===== config.mk =====
export PLATFORM = sky130hd
export DESIGN_NAME = crc4_ser_tx
export DESIGN_NICKNAME = d
export VERILOG_FILES = /design/src/rtl/crc4_ser_tx.sv
export SDC_FILE = /design/constraint.sdc
export NUM_CORES = 1
export LEC_CHECK = 0
export ABC_AREA = 1
export CORE_AREA = 2 2 48 50
export CTS_CLUSTER_DIAMETER = 30
export CTS_CLUSTER_SIZE = 40
export DETAILED_ROUTE_END_ITERATION = 8
export DIE_AREA = 0 0 50 52
export PLACE_DENSITY_LB_ADDON = 0.25
export SYNTH_ARGS = -nofsm -noshare
export SYNTH_HDL_FRONTEND = slang
export SYNTH_SLANG_ARGS = --single-unit

===== constraint.sdc =====
create_clock -name clk -period 1.81 [get_ports clk]
set_clock_uncertainty 0.2 [all_clocks]
set_input_delay 0.2715 -clock clk [delete_from_list [all_inputs] [get_ports clk]]
set_output_delay 0.2715 -clock clk [all_outputs]
set_load 0.02 [all_outputs]

===== src/rtl/crc4_ser_tx.sv =====
// Serialises a DATA_W-bit payload MSB first followed by its 4-bit CRC (x^4+x+1).
// Define CRC4_TX_START_EN to prefix each frame with a single start bit.
module crc4_ser_tx #(
    parameter int DATA_W = 8
) (
    input  logic              clk,
    input  logic              rst,
    input  logic              load_valid,
    output logic              load_ready,
    input  logic [DATA_W-1:0] data_in,
    output logic              sout,
    output logic              sout_valid,
    output logic              frame_end,
    output logic [3:0]        crc_out
);

    localparam int CNT_W = $clog2(DATA_W);
    localparam logic [CNT_W-1:0] LAST_DATA = CNT_W'(DATA_W - 1);
    localparam logic [CNT_W-1:0] LAST_CRC  = CNT_W'(3);

`ifdef CRC4_TX_START_EN
    typedef enum logic [1:0] {
        IDLE  = 2'd0,
        DATA  = 2'd1,
        CRC   = 2'd2,
        START = 2'd3
    } state_t;
`else
    typedef enum logic [1:0] {
        IDLE = 2'd0,
        DATA = 2'd1,
        CRC  = 2'd2
    } state_t;
`endif

    state_t             state;
    state_t             next_state;
    logic [CNT_W-1:0]   cnt;
    logic [DATA_W-1:0]  shreg;
    logic [3:0]         crc;

    logic               accept;
    logic               data_step;
    logic               crc_step;
    logic               cnt_clr;
    logic               cnt_inc;
    logic               fb;

    // Feedback uses the bit currently on the line so the CRC tracks exactly what was sent.
    assign fb      = shreg[DATA_W-1] ^ crc[3];
    assign crc_out = crc;

    always_ff @(posedge clk or posedge rst) begin
        if (rst) begin
            state <= IDLE;
        end else begin
            state <= next_state;
        end
    end

    always_comb begin
        next_state = state;
        accept     = 1'b0;
        data_step  = 1'b0;
        crc_step   = 1'b0;
        cnt_clr    = 1'b0;
        cnt_inc    = 1'b0;
        load_ready = 1'b0;
        sout       = 1'b0;
        sout_valid = 1'b0;
        frame_end  = 1'b0;
        case (state)
            IDLE: begin
                load_ready = 1'b1;
                if (load_valid) begin
                    accept = 1'b1;
`ifdef CRC4_TX_START_EN
                    next_state = START;
`else
                    next_state = DATA;
`endif
                end
            end
`ifdef CRC4_TX_START_EN
            START: begin
                sout       = 1'b1;
                sout_valid = 1'b1;
                next_state = DATA;
            end
`endif
            DATA: begin
                sout       = shreg[DATA_W-1];
                sout_valid = 1'b1;
                data_step  = 1'b1;
                if (cnt == LAST_DATA) begin
                    cnt_clr    = 1'b1;
                    next_state = CRC;
                end else begin
                    cnt_inc = 1'b1;
                end
            end
            CRC: begin
                sout       = crc[3];
                sout_valid = 1'b1;
                crc_step   = 1'b1;
                if (cnt == LAST_CRC) begin
                    frame_end  = 1'b1;
                    cnt_clr    = 1'b1;
                    next_state = IDLE;
                end else begin
                    cnt_inc = 1'b1;
                end
            end
            default: begin
                next_state = IDLE;
            end
        endcase
    end

    always_ff @(posedge clk or posedge rst) begin
        if (rst) begin
            cnt <= '0;
        end else if (accept || cnt_clr) begin
            cnt <= '0;
        end else if (cnt_inc) begin
            cnt <= cnt + CNT_W'(1);
        end
    end

    always_ff @(posedge clk or posedge rst) begin
        if (rst) begin
            shreg <= '0;
        end else if (accept) begin
            shreg <= data_in;
        end else if (data_step) begin
            shreg <= {shreg[DATA_W-2:0], 1'b0};
        end
    end

    // crc keeps its final value through IDLE; only an accept clears it.
    always_ff @(posedge clk or posedge rst) begin
        if (rst) begin
            crc <= 4'b0000;
        end else if (accept) begin
            crc <= 4'b0000;
        end else if (data_step) begin
            crc <= {crc[2], crc[1], crc[0] ^ fb, fb};
        end else if (crc_step) begin
            crc <= {crc[2:0], 1'b0};
        end
    end

endmodule

==> impl.org <==
** Power and ir drop
- Power spread over the standard cell area amounts to 1740 mW/mm².
- VDD sags by at most 0.869 mV.
- Leakage power of the design :: 0.756 nW

** Floorplanning
- For this configuration, the core starts out at a cell density of 0.465.
- I/O pin cnt :: 19
- The floorplan step defined a die boundary enclosing 0.00260 mm².
- In this run the standard cell core region covers 0.00211 mm².
- Horizontal extent of the die :: 50 µm
- Die Span Y :: 52 µm
- Count of standard-cell rows :: 17

** Clock tree
- Clock insertion delay at the later pin of the skew report :: 0.30 ns
- In this run the clock root is driven by a clkbuf_4.
- After clock tree synthesis, the clock-pin slew on the worst setup and hold paths is 0.11 ns.
- Number of buffers added by the clock tree synthesis step :: 3
- H-Tree Depth :: 1
- Number of buffers between clock root and the deepest sink :: 2
- Number of hold-repair buffers added at the cts stage :: 0
- Clock Sinks :: 17
- TritonCTS built the clock tree.

** Critical path
- Critical path type :: reg2out
- Crit-path slowest cell :: dfrtp_1
- Of all nets on the critical path, the largest fanout is 3.
- Worst stage delay on the critical path :: 0.42 ns
- STA puts the critical path data required time at 1.34 ns.
- Traced cell by cell, the critical path runs through buf_4 -> ha_4 -> inv_2 -> o22ai_1 -> and2_1 -> buf_6.
- Grouping stages by cell kind, the critical path spends the most delay in flip-flops.
- Count of buffering cells on the critical path with inverters included :: 3
- The worst setup path is captured at a primary output.
- For the worst setup path, the data arrival time is 1.45 ns.
- CP startpoint kind :: flip-flop

** Yosys
- Syn Nets :: 136
- Mean instance size in the synthesized netlist :: 8.37 µm²
- Syn Inst Count :: 117
- Synth cell types :: 19
- Sequential-to-total area share from yosys stat :: 0.434
- Flip-flop and latch count after synthesis :: 17
- Number of warnings reported in the yosys synthesis log :: 0
- Post-synthesis instance area :: 980 µm²

** STA
- Unrepaired setup endpoints after global routing :: yes
- Final hold violation count :: 0
- Max-slew violation count :: 0
- Setup violators final :: 2
- Timing would allow up to 519 MHz.
- Across all hold checks on the routed design, the worst slack comes to 0.0769 ns.
- Min cycle time layout :: 1.93 ns
- Least-Margin Pin Slew :: 0.281 ns
- Of the available clock period, the critical path in the final layout requires 1.06.
- Across all setup checks in the final design, the least slack found is -0.115 ns.
- In this run the tightest slew margin relative to its limit is 0.811.
- TNS Setup :: -0.205 ns

** Placed design
- In this run the tool buffered the top-level ports with 18 buffer cells.
- The congestion estimate from routability-driven global placement came to 0.796.
- Detailed placement finished with a half-perimeter wire length of 1590 µm.
- Summing all placed instances gives a cell area of 0.00128 mm².
- Number of instances in the placed design :: 176

** Route
- Detailed router's first-iteration violation count :: 17
- Drt via density :: 4.67
- Per-cell routed wire length :: 11.8 µm
- Sum of routed wire length over all layers :: 2200 µm
- Once detail routing completed, the nets flagged for antenna violations numbered 0.
- 1st-pass router iterations :: 4
- After detailed routing, the number of remaining DRC violations is 0.
- Via Count :: 868

** Global route
- Pin count of the biggest net entering global routing :: 18
- Overall overflow remaining after global route :: 0
- The initial antenna violation count is 0.
- The first global-routing pass estimated 3550 µm of wire.
- The number of global-route vias before repair is 823.
- Global-route usage over all layers :: 0.185

** Cells and area
- Total Nets Final :: 178
- Layout overhead on the synthesized area :: 44.7%
- The repair_antennas step left the layout with diodes totalling 0.
- Leading cell type in the layout, fill and taps excluded :: nand2_1
- The layout has 167 filler cells.
- Post-route cell area :: 0.00142 mm²
- The finished layout holds 186 standard cells, fillers aside.
- Fraction of final layout cells sized beyond drive strength 1 :: 0.291
- Commonest non-fill, non-tap cells in the layout :: nand2_1, buf_4, dfrtp_1

** Run status
- Violated checks :: setup timing
- The run finished, with violations left.

** Hold path
- The min-delay analysis places its worst path in the category in2async.

** Flow run
- The tool flagged a number of max-cap violations equal to 0.
==> registers in the layout, indices dropped and copies added, names as in the netlist <==
name     cells
cnt          3
crc_out      4
shreg        8
state        2
==> worst min-delay path, cell delays in order <==
cell and delay [ns]:
clkdlybuf4s50_1 0.40, inv_1 0.05, buf_4 0.24
==> power by group <==
group | total [mW] | switching [mW] | internal (mW) | leakage (nW)
Combinational | 1.62 | 0.859 | 0.759 | 0.519
Sequential | 0.635 | 0.0969 | 0.538 | 0.220
Clock | 0.212 | 0.129 | 0.0824 | 0.0177
Total | 2.47 | 1.09 | 1.38 | 0.756
==> synthesized netlist by cell type, drive strengths merged <==
library cell  number  share of area
nand2             41           0.17
inv               18          0.072
dfrtp             17           0.43
nand3             14          0.072
ha                 8           0.10
a21oi              5          0.026
nor2               4          0.049
o22ai              3          0.019
buf                2          0.023
o21ai              2          0.010
a22o               1         0.0089
and2               1         0.0064
nand4              1         0.0064
==> final timing paths <==
path | start | to | slack (ns) | depth (start not counted)
worst min-delay path | rst | shreg[3] | 0.08 | 3
worst min register to register | shreg[2] | shreg[2] | 0.30 | 2
worst max-delay path | state[0] | sout | -0.12 | 6
max in group asynchronous | rst | crc_out[2] | 1.14 | 3
worst max register to register | state[0] | shreg[0] | 0.08 | 8
min in group clk | shreg[2] | shreg[2] | 0.30 | 2
==> repair_timing <==
item / CTS / global route
endpoints found under the setup margin: 4 / 9
buffers inserted: 2 / 4
gates resized for setup: 26 / 9
pin swaps: 3 / 1
==> area by class of cell <==
type | instances | area (µm²) | area share
Clock inverter | 1 | 5.00 | 0.00353
Tap cell | 28 | 35.0 | 0.0247
Multi-Input combinational cell | 80 | 512 | 0.361
Timing Repair Buffer | 39 | 348 | 0.245
Inverter | 18 | 70.1 | 0.0494
Sequential cell | 17 | 425 | 0.300
Clock buffer | 3 | 22.5 | 0.0159
==> per-stage QoR <==
step	power, mW	util	setup WS [ns]
6_report	2.47	0.673	-0.115
3_3_place_gp	2.00	0.610	-0.198
4_1_cts	2.38	0.654	-0.111
5_1_grt	2.66	0.673	-0.154
2_1_floorplan	1.51	-	0.145
3_5_place_dp	2.05	0.610	-0.279
==> kinds of logic after synthesis <==
family                   after synthesis  synth area share
flip-flops                            17             0.434
AO/OA/AOI/OAI                         11            0.0638
adder cells (fa/ha/maj)                8             0.102
buffers and inverters                 20            0.0945
AND/OR/NAND/NOR                       61             0.305
==> routing by layer <==
metal  global-route usage  up-vias  share of wire
met4               0.0833        0          0.012
met3               0.0402        4          0.035
li1                     -      449              -
met1                0.224      402           0.45
met2                0.314       13           0.50
met5                    0        -              0
(Power assumes the default switching activity.)
